--- config.mk ---
export PLATFORM = sky130hd
export DESIGN_NAME = rv32i_mem_arbiter
export DESIGN_NICKNAME = d
export VERILOG_FILES = /design/src/rtl/rv32i_mem_arbiter.sv
export SDC_FILE = /design/constraint.sdc
export NUM_CORES = 1
export LEC_CHECK = 0
export ABC_AREA = 1
export CAP_MARGIN = 5
export CORE_AREA = 2 2 110 112
export CTS_BUF_LIST = sky130_fd_sc_hd__clkbuf_16
export CTS_CLUSTER_DIAMETER = 150
export DETAILED_ROUTE_END_ITERATION = 10
export DIE_AREA = 0 0 112 114
export GPL_TIMING_DRIVEN = 0
export PLACE_DENSITY = 0.56
export SLEW_MARGIN = 30
export SYNTH_ARGS = -nofsm -noshare
export SYNTH_HDL_FRONTEND = slang
export SYNTH_SLANG_ARGS = --single-unit
--- constraint.sdc ---
create_clock -name clk -period 2.4 [get_ports clk]
set_input_delay 0.48 -clock clk [delete_from_list [all_inputs] [get_ports clk]]
set_output_delay 0.48 -clock clk [all_outputs]
set_load 0.005 [all_outputs]
--- src/rtl/rv32i_mem_arbiter.sv ---
// ---------------------------------------------------------------------------
// rv32i_mem_arbiter
//
// Shares one single-port synchronous memory between the RV32I core data port
// and a DMA/loader port. The grant is decided combinationally in the request
// cycle, so the memory is driven in that same cycle. The response (rvalid,
// err, rdata) is returned to the granted port exactly one cycle later. Back-to-
// back grants are supported at one per cycle.
//
// Configuration macro: ARB_ROUND_ROBIN_EN
//   defined   : a conflict without lock goes to the port not granted most
//               recently.
//   undefined : fixed priority. The core wins every conflict unless the DMA
//               holds an active lock.
//   In both builds a locked DMA burst keeps the grant for at most MAX_LOCK
//   consecutive cycles while the core is waiting.
//
// Parameters
//   n        data/address width in bits
//   depth    memory size in n-bit words (AW = $clog2(depth))
//   MAX_LOCK maximum consecutive locked DMA grants
//
// Ports
//   clk, reset                      clock, synchronous active-high reset
//   core_req/we/addr/wdata          core request (byte address)
//   core_gnt/rvalid/err/rdata       core grant and response
//   dma_req/we/lock/addr/wdata      DMA request, lock = burst lock
//   dma_gnt/rvalid/err/rdata        DMA grant and response
//   mem_en/we/addr/wdata            memory command (word address)
//   mem_rdata                       memory read data, one cycle after mem_en
// ---------------------------------------------------------------------------
module rv32i_mem_arbiter #(
  parameter int n        = 32,
  parameter int depth    = 1024,
  parameter int MAX_LOCK = 8,
  localparam int AW      = $clog2(depth)
) (
  input  logic          clk,
  input  logic          reset,
  input  logic          core_req,
  input  logic          core_we,
  input  logic [n-1:0]  core_addr,
  input  logic [n-1:0]  core_wdata,
  output logic          core_gnt,
  output logic          core_rvalid,
  output logic          core_err,
  output logic [n-1:0]  core_rdata,
  input  logic          dma_req,
  input  logic          dma_we,
  input  logic          dma_lock,
  input  logic [n-1:0]  dma_addr,
  input  logic [n-1:0]  dma_wdata,
  output logic          dma_gnt,
  output logic          dma_rvalid,
  output logic          dma_err,
  output logic [n-1:0]  dma_rdata,
  output logic          mem_en,
  output logic          mem_we,
  output logic [AW-1:0] mem_addr,
  output logic [n-1:0]  mem_wdata,
  input  logic [n-1:0]  mem_rdata
);

  // The state names the port granted in a cycle. The registered copy tells
  // the response logic which port owns the response in the following cycle.
  typedef enum logic [1:0] {IDLE, CORE, DMA, DMA_LOCK} state_t;

  localparam int            CW       = $clog2(MAX_LOCK + 1);
  localparam logic [CW-1:0] LOCK_MAX = CW'(MAX_LOCK);
  localparam logic [n-1:0]  DEPTH_N  = n'(depth);

  state_t        state_q, next_state;
  logic          last_grant;
  logic [CW-1:0] lock_cnt;
  logic          rsp_err_q, rsp_rd_q;
  logic          core_legal, dma_legal, sel_legal;
  logic          lock_hold, core_wins;

  // An address is legal when it is word-aligned and the word index is inside
  // the memory.
  assign core_legal = (core_addr[1:0] == 2'b00) && ({2'b00, core_addr[n-1:2]} < DEPTH_N);
  assign dma_legal  = (dma_addr[1:0] == 2'b00) && ({2'b00, dma_addr[n-1:2]} < DEPTH_N);

  // State register.
  always_ff @(posedge clk) begin
    if (reset) state_q <= IDLE;
    else       state_q <= next_state;
  end

  // Arbitration. The DMA keeps the grant only if it was granted under lock in
  // the previous cycle and its budget is not used up. When the budget is
  // exhausted, a waiting core wins in both builds.
  always_comb begin
    next_state = IDLE;
    lock_hold  = dma_req && dma_lock && (state_q == DMA_LOCK) && (lock_cnt < LOCK_MAX);
    core_wins  = core_req;
    if (core_req && dma_req) begin
`ifdef ARB_ROUND_ROBIN_EN
      core_wins = !lock_hold && last_grant;
`else
      core_wins = !lock_hold;
`endif
    end
    if (reset)          next_state = IDLE;
    else if (core_wins) next_state = CORE;
    else if (dma_req)   next_state = dma_lock ? DMA_LOCK : DMA;
  end

  // Memory command for the winner. An illegal access is still granted, but
  // the memory is not enabled.
  always_comb begin
    core_gnt  = (next_state == CORE);
    dma_gnt   = (next_state == DMA) || (next_state == DMA_LOCK);
    sel_legal = core_gnt ? core_legal : (dma_gnt && dma_legal);
    mem_en    = sel_legal;
    mem_we    = sel_legal && (core_gnt ? core_we : dma_we);
    mem_addr  = core_gnt ? core_addr[AW+1:2] : dma_addr[AW+1:2];
    mem_wdata = core_gnt ? core_wdata : dma_wdata;
  end

  // Fairness history, lock budget, and the pending response kind. The lock
  // counter saturates, so a lone locked DMA cannot wrap it.
  always_ff @(posedge clk) begin
    if (reset) begin
      last_grant <= 1'b1;
      lock_cnt   <= '0;
      rsp_err_q  <= 1'b0;
      rsp_rd_q   <= 1'b0;
    end else begin
      if (core_gnt)     last_grant <= 1'b0;
      else if (dma_gnt) last_grant <= 1'b1;
      if (core_gnt || !dma_lock)
        lock_cnt <= '0;
      else if (dma_gnt && (lock_cnt != LOCK_MAX))
        lock_cnt <= lock_cnt + 1'b1;
      rsp_err_q <= (core_gnt || dma_gnt) && !sel_legal;
      rsp_rd_q  <= mem_en && !mem_we;
    end
  end

  // Response path. Read data is passed through from the memory only for a
  // legal read. Every response output is forced low while reset is high.
  always_comb begin
    core_rvalid = !reset && (state_q == CORE);
    dma_rvalid  = !reset && ((state_q == DMA) || (state_q == DMA_LOCK));
    core_err    = core_rvalid && rsp_err_q;
    dma_err     = dma_rvalid && rsp_err_q;
    core_rdata  = (core_rvalid && rsp_rd_q) ? mem_rdata : '0;
    dma_rdata   = (dma_rvalid && rsp_rd_q) ? mem_rdata : '0;
  end

endmodule

Word-level counts from Yosys, hierarchy flattened --
Cells that the tools add are included.
Operators by class: $add $sub $neg 1, multiply operators 0, div/mod/pow operators 0, order comparisons 3, equal/unequal tests 7, shift operators 0, mux-type cells 11, bitwise logic cells 0, reduce and logical (&&, ||, !) cells 29
Operator list (count):
- 32-bit two-way mux | 3
- 30-bit by 11-bit < comparator with 1-bit output, second input constant | 2
- 1-bit logical AND | 17
- 10-bit two-way mux | 1
- 2-bit equality test, second input constant | 4
- 2-bit two-way mux | 3
- 1-bit zero test | 5
- 4-bit by 1-bit adder with 4-bit output, second input constant | 1
- 2-bit by 1-bit equality test with 1-bit output, second input constant | 2
- 2-bit zero test | 2
- 1-bit logical OR | 4
- 4-bit < comparator, second input constant | 1
- 1-bit two-way mux | 4
- 4-bit != test, second input constant | 1
- 2-bit OR reduction | 1
Word-level totals: flip-flop bits (word level) 8, latch bits 0, RAM bits 0, memory bits (read-only) 0, input port bits 167, output and inout port bits 114, memories kept 0

Longest topological paths before layout --
Gate-level depths: netlist of run 1.
word-level depth 14, depth in mapped cells 10, depth with buffers taken out 10

Worst setup path after synthesis of run 1 --
OpenSTA, ideal clock, no wires.
path type input-to-output, from in dma_lock, to out mem_addr[0], data arrival time 1301 ps, required time 1920 ps, path slack 619 ps, stages on the path 10, buffers on the path 2, cells stage by stage nand2_1 > nor2_1 > nand2_1 > nand2_2 > nand2_1 > nand2_2 > clkbuf_8 > buf_12 > nand2_1 > nand2_1
On the way: word-level cells in the longest chain between the ends 9, elaborated cells between the ends (all ways) 11
RTL lines:
- start: declaration | RTL line 50 | input logic dma_lock,
- 1-bit logical AND (3 in a row) | RTL line 95 | lock_hold = dma_req && dma_lock && (state_q == DMA_LOCK) && (lock_cnt < LOCK_MAX);
- 1-bit zero test | RTL line 101 | core_wins = !lock_hold;
- 1-bit two-way mux | RTL line 97 | if (core_req && dma_req) begin
- 2-bit two-way mux (*) | RTL line 105 | else if (core_wins) next_state = CORE;
- 2-bit two-way mux (*) | RTL line 104 | if (reset) next_state = IDLE;
- 2-bit by 1-bit equality test with 1-bit output (*) | RTL line 112 | core_gnt = (next_state == CORE);
- 10-bit two-way mux (*) | RTL line 117 | mem_addr = core_gnt ? core_addr[AW+1:2] : dma_addr[AW+1:2];
- end: declaration | RTL line 59 | output logic [AW-1:0] mem_addr,
Mark *: on every way between the ends. The rest lies on a longest branch, timed or not.

Worst setup path in the final report of run 1 --
from in reset, to out mem_wdata[2]
On the way: word-level cells in the longest chain between the ends 3
RTL lines:
- start: declaration | RTL line 39 | input logic reset,
- 2-bit two-way mux | RTL line 104
- 2-bit by 1-bit equality test with 1-bit output | RTL line 112
- 32-bit two-way mux | RTL line 118 | mem_wdata = core_gnt ? core_wdata : dma_wdata;
- end: declaration | RTL line 60 | output logic [n-1:0] mem_wdata,
Every way passes these cells.

==> results of run 1 <==
registers in the layout (all words and copies together) (netlist names):
register / cells
rsp_rd_q: 1
lock_cnt: 4
rsp_err_q: 1
state_q: 2
stage by stage:
stage               cells   util
finish                801  0.419
global route          801  0.419
CTS                   799  0.412
detailed placement    780  0.393
global placement      780  0.393
floorplan             353      -
power by group through the flow:
stage / logic, mW / registers (mW) / clock network [mW]
final: 0.610 / 0.141 / 0.278
after global routing: 0.665 / 0.141 / 0.290
after CTS: 0.607 / 0.140 / 0.284
after detailed placement: 0.608 / 0.142 / 0
after global placement: 0.605 / 0.142 / 0
after floorplan: 0.164 / 0.141 / 0
cells by family after synthesis:
| group | Yosys count |
|---|---|
| AO/OA/AOI/OAI | 6 |
| XOR/XNOR | 2 |
| adder cells (fa/ha/maj) | 2 |
| buffers and inverters | 62 |
| flip-flops | 8 |
| AND/OR/NAND/NOR | 273 |
area by class of cell:
cell class / instances / area [um2] / share of cell area
inverters: 47 / 189 / 0.0385
multi-input cells: 283 / 1190 / 0.243
well taps: 147 / 184 / 0.0375
clock buffers: 3 / 75.1 / 0.0153
plain buffers: 15 / 211 / 0.0431
repair buffers: 298 / 2890 / 0.589
flip-flops and latches: 8 / 163 / 0.0331
layer usage:
layer	wire [um]	up-vias	part of all wire
li1	-	1628	-
met1	3270	1289	0.34
met2	4930	174	0.52
met3	1070	13	0.11
met4	238	0	0.025
met5	0	-	0
critical path, stage by stage:
cell	delay, ps
clkdlybuf4s15_2	240
a21oi_2	200
nand2_4	100
clkbuf_16	170
buf_12	130
buf_4	140
nand2_1	70
nand2_1	50
dlygate4sd2_1	260
repair_timing:
action / 4_1_cts / 5_1_grt
gates resized for setup: 93 / 45
buffers inserted: 15 / 3
gates cloned: 1 / 0
pin swaps: 3 / 5
hold buffers: 0 / 0
endpoints found under the setup margin: 112 / 78
final timing paths:
| check | startpoint | endpoint | slack, ps |
|---|---|---|---|
| max | reset | mem_wdata[2] | 70 |
| min | lock_cnt[3] | lock_cnt[3] | 470 |
| max reg2reg | state_q[0] | lock_cnt[2] | 1020 |
| min reg2reg | lock_cnt[3] | lock_cnt[3] | 470 |
layout by cell type (no fill, tap or decap), types with 2 or more instances in the layout:
cell type	n
a21oi_1	4
buf_12	6
buf_2	3
buf_4	18
buf_6	4
buf_8	3
clkbuf_16	4
clkbuf_2	7
clkbuf_4	2
clkdlybuf4s15_1	4
clkdlybuf4s50_1	226
dfxtp_1	6
dfxtp_2	2
dlygate4sd2_1	32
dlymetal6s2s_1	6
ha_1	2
inv_1	44
inv_2	2
nand2_1	148
nand2_2	5
nand2_4	3
nand3_1	3
nand3_2	3
nand4_1	4
nor2_1	100
nor2_2	2
nor2_4	2
or2_2	2
xor2_1	2
cell usage after synthesis:
cell type and instances:
nand2_1 154, nor2_1 104, inv_1 46, dfxtp_1 8, a21oi_1 5, nand3_1 5
buf_12 4, buf_4 4, nand4_1 4, buf_2 3, clkbuf_1 3, ha_1 2
nand2_2 2, or2_2 2, xor2_1 2, clkbuf_8 1, inv_2 1, nand3_2 1
nor3_1 1, o21ai_0 1
==> results.sh, run 1 <==
export IMPL_status="finished, final reports clean"
export IMPL_placed_area_um2=4600
export IMPL_grt_busiest_layer="met2"
export IMPL_grtUsageMet3=0.0446
export IMPL_crit_path_max_fanout=5
export IMPL_vias=3104
export IMPL_timing_final_crit_share=0.969
export IMPL_cts_buffers=3
export IMPL_worst_slew_pin_slew_ps=246
export IMPL_grt_pass1_wl_um=14300
export IMPL_synth_top_area_share=0.357
export IMPL_synth_top_family_by_area="simple AND/OR/NAND/NOR gates"
export IMPL_cp_arrival_ps=1850
export IMPL_cts_sinks=8
export IMPL_gp_congestion=0.801
export IMPL_gr_total_overflow=0
export IMPL_synth_area_top_cells="nand2_1, nor2_1, inv_1"
export IMPL_hold_viol=0
export IMPL_synth_compound_area_frac=0.0186
export IMPL_total_leakage_power_nw=2.48
export IMPL_clockBufferDepth=2
export IMPL_r2r_cells=10
export IMPL_fmax_ghz=0.430
export IMPL_synth_nets=522
export IMPL_ir_drop_mv=0.156
export IMPL_synth_simple_area_share=0.654
export IMPL_finalInstanceArea_um2=4910
export IMPL_report_final_slew_viol_count=0
export IMPL_hpwlAfterDp_um=8190
export IMPL_drc_errors=0
export IMPL_hold_class="register to register"
export IMPL_required_ps=1920
export IMPL_cts_root_buf="clkbuf_16"
export IMPL_setup_tns_ps=0
export IMPL_drt_wirelength_per_cell_um=11.9
export IMPL_setup_violations=0
export IMPL_synthXorXnorAreaFrac=0.0108
export IMPL_internal_power_mw=0.758
export IMPL_critical_path_endpoint_type="primary output"
export IMPL_max_cap_violations=0
export IMPL_p_seq_frac=0.137
export IMPL_fillCellCount=1271
export IMPL_cts_tree="yes"
export IMPL_htree_num_levels=1
export IMPL_ant_nets=0
export IMPL_gr_usage_met2=0.274
export IMPL_synth_area_leader_cell="nand2_1"
export IMPL_grt_antenna_before_repair=0
export IMPL_p_comb_frac=0.593
export IMPL_start_util=0.138
export IMPL_period_minus_slack_ps=2330
export IMPL_initialDrtViolationCount=59
export IMPL_cts_reportedPaths_clkPinSlew_ps=30
export IMPL_nets=825
export IMPL_syn_inst=353
export IMPL_yosys_warnings=0
export IMPL_antenna_cells=0
export IMPL_path_class="input port to primary output"
export IMPL_clk_latency_ps=230
export IMPL_p_sw_mw=0.271
export IMPL_use_met1=0.131
export IMPL_rsz0062_at_grt="yes"
export IMPL_syn_area_um2=1620
export IMPL_synth_seq_cells=8
export IMPL_grt_max_degree=11
export IMPL_synth_seq_area_share=0.0990
export IMPL_total_power_mw=1.03
export IMPL_grt_usage=0.137
export IMPL_post_place_ws_ps=-668
export IMPL_vias_per_cell=3.88
export IMPL_dieArea_um2=12800
export IMPL_first_global_vias=3031
export IMPL_power_density_nw_per_um2=209
export IMPL_synthAdderAreaFrac=0.0155
export IMPL_detail_route_first_pass_iterations=4
export IMPL_ios=281
export IMPL_synthMuxAreaShare=0
export IMPL_hold_depth=2
export IMPL_avgSynthCellArea_um2=4.58
export IMPL_setup_slack_ps=74.7
export IMPL_swShare=0.263
export IMPL_start_kind="input port"
export IMPL_fp_dieW_um=112
export IMPL_clockPowerShare=0.270
export IMPL_area_growth_pct=203
export IMPL_slew_limit_headroom=0.836
export IMPL_portBuffers=280
export IMPL_drive_gt1_frac=0.109
export IMPL_fin_hold_ws_ps=467
export IMPL_finClkSkew_ps=1.07
export IMPL_dieHeight_um=114
export IMPL_rows=40
export IMPL_core_area_um2=11700
export IMPL_synthDistinctLibCells=20
export IMPL_finalWirelength_um=9510
Note: power is estimated with default switching activity, not from simulation.
==> inputs of run 2 (changes only) <==
TNS_END_PERCENT = 5   (was not set)
==> run 2 against run 1 <==
Via count fell by 0.39%. Combinational power fell by 1%. Power fell by 0.89%. Critical path type is now register to primary output. Largest cell class unchanged. Highest routed layer unchanged.
==> results.sh, run 2 (synthesized netlist as in run 1, its figures left out) <==
export IMPL_status="finished, final reports clean"
export IMPL_ant_nets=0
export IMPL_timing_final_crit_share=0.979
export IMPL_gp_congestion=0.801
export IMPL_fillCellCount=1281
export IMPL_swShare=0.259
export IMPL_fin_hold_ws_ps=473
export IMPL_crit_path_max_fanout=8
export IMPL_vias_per_cell=3.87
export IMPL_hpwlAfterDp_um=8190
export IMPL_seq_area_um2=160
export IMPL_report_final_slew_viol_count=0
export IMPL_grt_usage=0.134
export IMPL_grt_max_degree=11
export IMPL_total_power_mw=1.02
export IMPL_p_sw_mw=0.264
export IMPL_first_global_vias=2972
export IMPL_ios=281
export IMPL_clk_latency_ps=230
export IMPL_power_density_nw_per_um2=209
export IMPL_start_kind="register"
export IMPL_largest_reg_flops=4
export IMPL_grt_pass1_wl_um=14000
export IMPL_cts_tree="yes"
export IMPL_detail_route_first_pass_iterations=4
export IMPL_fp_dieW_um=112
export IMPL_cts_buffers=3
export IMPL_drt_wirelength_per_cell_um=11.7
export IMPL_cts_reportedPaths_clkPinSlew_ps=30
export IMPL_dieArea_um2=12800
export IMPL_final_cell_mix="clkdlybuf4s50_1, nand2_1, nor2_1"
export IMPL_setup_tns_ps=0
export IMPL_initialDrtViolationCount=55
export IMPL_ir_drop_mv=0.146
export IMPL_nets=822
export IMPL_setup_violations=0
export IMPL_start_util=0.138
export IMPL_drive_gt1_frac=0.0922
export IMPL_cts_sinks=8
export IMPL_worst_slew_pin_slew_ps=267
export IMPL_period_minus_slack_ps=2350
export IMPL_htree_num_levels=1
export IMPL_antenna_cells=0
export IMPL_path_class="register to primary output"
export IMPL_portBuffers=280
export IMPL_fmax_ghz=0.425
export IMPL_p_seq_frac=0.137
export IMPL_vias=3092
export IMPL_finalWirelength_um=9370
export IMPL_whs_endpoint="lock_cnt[3]"
export IMPL_hold_depth=2
export IMPL_fin_util=0.416
export IMPL_ctsHoldBuffers=0
export IMPL_internal_power_mw=0.755
export IMPL_r2r_cells=10
export IMPL_multi_input_area_um2=1160
export IMPL_worstHoldStart="lock_cnt[3]"
export IMPL_finClkSkew_ps=0.656
export IMPL_cp_arrival_ps=1870
export IMPL_worst_r2r_setup_slack_ps=980
export IMPL_clockBufferDepth=2
export IMPL_clockPowerShare=0.273
export IMPL_rows=40
export IMPL_max_cap_violations=0
export IMPL_reg2reg_to="lock_cnt[2]"
export IMPL_slew_limit_headroom=0.822
export IMPL_drc_errors=0
export IMPL_dieHeight_um=114
export IMPL_r2r_start="state_q[0]"
export IMPL_hold_class="register to register"
export IMPL_critical_path_endpoint_type="primary output"
export IMPL_required_ps=1920
export IMPL_hold_viol=0
export IMPL_area_growth_pct=201
export IMPL_mostFrequentLayoutCell="clkdlybuf4s50_1"
export IMPL_rsz0062_at_grt="yes"
export IMPL_gr_total_overflow=0
export IMPL_grt_antenna_before_repair=0
export IMPL_total_leakage_power_nw=2.48
export IMPL_largestRegisters="lock_cnt (4), state_q (2)"
export IMPL_core_area_um2=11700
export IMPL_cts_root_buf="clkbuf_16"
export IMPL_p_comb_frac=0.590
export IMPL_top_register="lock_cnt"
## run 2: cell types whose count changed in the layout (fill, tap and decap cells not counted), moves of 3 or more
cell | before | now
dlymetal6s2s_1 | 6 | 9
buf_4 | 18 | 14
clkdlybuf4s15_1 | 4 | 13
dlygate4sd2_1 | 32 | 24
## run 2: per-layer routing
| layer | up-vias | wire (um) | GRT usage |
|---|---|---|---|
| met2 | 172 | 4830 | 0.267 |
| met3 | 11 | 1080 | 0.0441 |
| met4 | 0 | 218 | 0.0488 |
| li1 | 1622 | - | - |
| met5 | - | 0 | 0 |
| met1 | 1287 | 3240 | 0.128 |
## run 2: metrics by stage
stage | cells | area, um2 | setup slack, ps
after floorplan | 353 | 1620 | 619
after global placement | 780 | 4600 | -673
after detailed placement | 780 | 4600 | -668
after CTS | 791 | 4750 | -97.0
after global routing | 798 | 4870 | -71.6
final | 798 | 4870 | 49.7
## run 2: cell type report
cell class	count	area share
Buffer	15	0.0437
Clock buffer	3	0.0154
Inverter	47	0.0378
Multi-Input combinational cell	283	0.239
Sequential cell	8	0.0329
Tap cell	147	0.0378
Timing Repair Buffer	295	0.594
## run 2: how the worst max path moves through the flow
stage	from	to	cells after the start	slack, ps
global placement	dma_req	mem_wdata[1]	9	-670
floorplan	dma_lock	mem_addr[0]	10	620
global route	state_q[0]	mem_wdata[16]	13	-70
finish	state_q[0]	mem_wdata[2]	13	50
detailed placement	dma_req	mem_wdata[1]	9	-670
CTS	dma_lock	mem_wdata[10]	13	-100
## run 2: repair_timing
item | CTS | global route
pin swaps | 3 | 3
hold endpoints to repair | 0 | 0
gates resized for setup | 88 | 45
buffers inserted | 8 | 7
setup endpoints to repair | 112 | 74
## run 2: critical path, cell delays in order, from the launching register on
cell and delay [ps]:
dfxtp_1 330, nand2_1 80, nor2_2 120, nand2_2 70, nand2_2 90, nand2_1 60
nand2_2 110, buf_12 120, inv_8 40, buf_8 120, buf_4 130, nand2_1 50
nand2_1 40, dlygate4sd2_1 260
## run 2: power groups by stage
stage	Combinational [mW]	Clock [mW]	Sequential [mW]
floorplan	0.164	0	0.141
global placement	0.605	0	0.142
detailed placement	0.608	0	0.142
CTS	0.591	0.284	0.140
global route	0.656	0.288	0.140
finish	0.601	0.278	0.140
==> inputs of run 3 (changes only) <==
SETUP_SLACK_MARGIN = 0.5   (was not set)
==> run 3 against run 2 <==
Largest cell class unchanged. Final cell count is 1.4% higher. Sequential cell count unchanged. Highest routed layer unchanged. Critical endpoint is now core_rdata[11]. Die area stayed put. Sequential power about the same. Setup slack gained 180 ps. Fmax is 8.3% higher. Clock skew hardly changed. Clock power about the same. Via count grew 3.3%.
==> results.sh, run 3 (synthesized netlist as in run 1, its figures left out) <==
export IMPL_total_leakage_power_nw=2.82
export IMPL_portBuffers=280
export IMPL_grt_usage=0.141
export IMPL_fp_dieW_um=112
export IMPL_crit_slowest_cell="clkdlybuf4s50_1"
export IMPL_crit_family="buffers and inverters"
export IMPL_finalWirelength_um=9950
export IMPL_total_power_mw=1.06
export IMPL_top_register="lock_cnt"
export IMPL_htree_num_levels=1
export IMPL_crit_path_frequent_cell="inv_2"
export IMPL_antenna_cells=0
export IMPL_mostFrequentLayoutCell="clkdlybuf4s50_1"
export IMPL_timing_final_crit_share=0.904
export IMPL_vias=3194
export IMPL_status="finished, final reports clean"
export IMPL_setup_tns_ps=0
export IMPL_finClkSkew_ps=0.563
export IMPL_fmax_ghz=0.461
export IMPL_max_cap_violations=0
export IMPL_area_growth_pct=214
export IMPL_grt_pass1_wl_um=14700
export IMPL_crit_buf_inv=5
export IMPL_drc_errors=0
export IMPL_gp_congestion=0.801
export IMPL_crit_path_max_fanout=10
export IMPL_slew_limit_headroom=0.833
export IMPL_startpoint="reset"
export IMPL_path_class="input port to primary output"
export IMPL_placed_area_um2=4600
export IMPL_critical_path_endpoint_type="primary output"
export IMPL_clockBufferDepth=2
export IMPL_dieHeight_um=114
export IMPL_drt_wirelength_per_cell_um=12.3
export IMPL_hpwlAfterDp_um=8190
export IMPL_first_global_vias=3091
export IMPL_final_cell_mix="clkdlybuf4s50_1, nand2_1, nor2_1"
export IMPL_path_cells="buf_2 -> inv_2 -> nand3_2 -> inv_2 -> nand2_4 -> buf_6 -> nor2_1 -> clkdlybuf4s50_1"
export IMPL_cts_tree="yes"
export IMPL_grt_antenna_before_repair=0
export IMPL_cp_num_cells=8
export IMPL_r2r_start="state_q[0]"
export IMPL_cts_root_buf="clkbuf_16"
export IMPL_start_util=0.138
export IMPL_hold_viol=0
export IMPL_crit_path_end="core_rdata[11]"
export IMPL_grt_max_degree=11
export IMPL_core_area_um2=11700
export IMPL_worstHoldStart="lock_cnt[3]"
export IMPL_crit_path_max_incr_delay_ps=500
export IMPL_nets=833
export IMPL_period_minus_slack_ps=2170
export IMPL_cts_reportedPaths_clkPinSlew_ps=30
export IMPL_drive_gt1_frac=0.198
export IMPL_worst_r2r_setup_slack_ps=1000
export IMPL_initialDrtViolationCount=72
export IMPL_power_density_nw_per_um2=207
export IMPL_rows=40
export IMPL_vias_per_cell=3.95
export IMPL_start_kind="input port"
export IMPL_largestRegisters="lock_cnt (4), state_q (2)"
export IMPL_hold_class="register to register"
export IMPL_cts_buffers=3
export IMPL_fillCellCount=1262
export IMPL_cp_arrival_ps=1690
export IMPL_rsz0062_at_grt="yes"
export IMPL_report_final_slew_viol_count=0
export IMPL_setup_slack_ps=229
export IMPL_r2r_cells=12
export IMPL_gr_total_overflow=0
export IMPL_ios=281
export IMPL_required_ps=1920
export IMPL_worst_slew_pin_slew_ps=250
export IMPL_finalInstanceArea_um2=5080
export IMPL_detail_route_first_pass_iterations=4
export IMPL_reg2reg_to="rsp_rd_q"
export IMPL_ant_nets=0
export IMPL_largest_reg_flops=4
export IMPL_dieArea_um2=12800
export IMPL_post_place_ws_ps=-668
export IMPL_cts_sinks=8
export IMPL_ir_drop_mv=0.146
export IMPL_clk_latency_ps=230
export IMPL_setup_violations=0
-- run 3: timing repair --
action	in CTS	in global routing
gates resized for setup	241	87
setup endpoints to repair	114	113
hold buffers	0	0
pin swaps	13	46
gates cloned	3	3
buffers inserted	19	1
-- run 3: cell type report --
cell class / instances / area, um2 / share of cell area
clock buffers: 3 / 75.1 / 0.0148
multi-input cells: 283 / 1280 / 0.251
inverters: 47 / 193 / 0.0379
repair buffers: 306 / 2980 / 0.586
well taps: 147 / 184 / 0.0362
flip-flops and latches: 8 / 163 / 0.0320
plain buffers: 15 / 211 / 0.0416
-- run 3: how the worst min path moves through the flow --
stage / endpoint / slack, ps / depth (start not counted)
floorplan: lock_cnt[3] / 440 / 2
global placement: lock_cnt[3] / 450 / 2
detailed placement: lock_cnt[3] / 470 / 2
CTS: lock_cnt[3] / 470 / 2
global route: lock_cnt[3] / 520 / 2
finish: lock_cnt[3] / 480 / 2
-- run 3: metrics by stage --
step / utilization / cells / hold WS [ps]
after floorplan: - / 353 / 442
after global placement: 0.393 / 780 / 455
after detailed placement: 0.393 / 780 / 468
after CTS: 0.415 / 805 / 473
after global routing: 0.434 / 809 / 517
final: 0.434 / 809 / 481
-- run 3: where the power goes --
part	switching, mW	internal, mW
Combinational	0.224	0.412
Sequential	0.00246	0.138
Clock	0.0638	0.215
Total	0.290	0.765
-- run 3: worst register-to-register path: stages, from the launching register on --
cell	delay, ps
dfxtp_2	320
nand2_2	80
nor2_4	30
nand2_2	60
nand2_2	60
nand2_2	70
nand2_4	70
clkbuf_16	170
buf_8	130
buf_6	120
nand2_1	50
nand2_1	50
nor2_1	120
-- run 3: metal layers --
metal / vias to the layer above / share of wire / GRT usage
met5: - / 0 / 0
met4: 0 / 0.023 / 0.0488
met3: 12 / 0.11 / 0.0457
met2: 177 / 0.53 / 0.283
met1: 1363 / 0.33 / 0.134
li1: 1642 / - / -
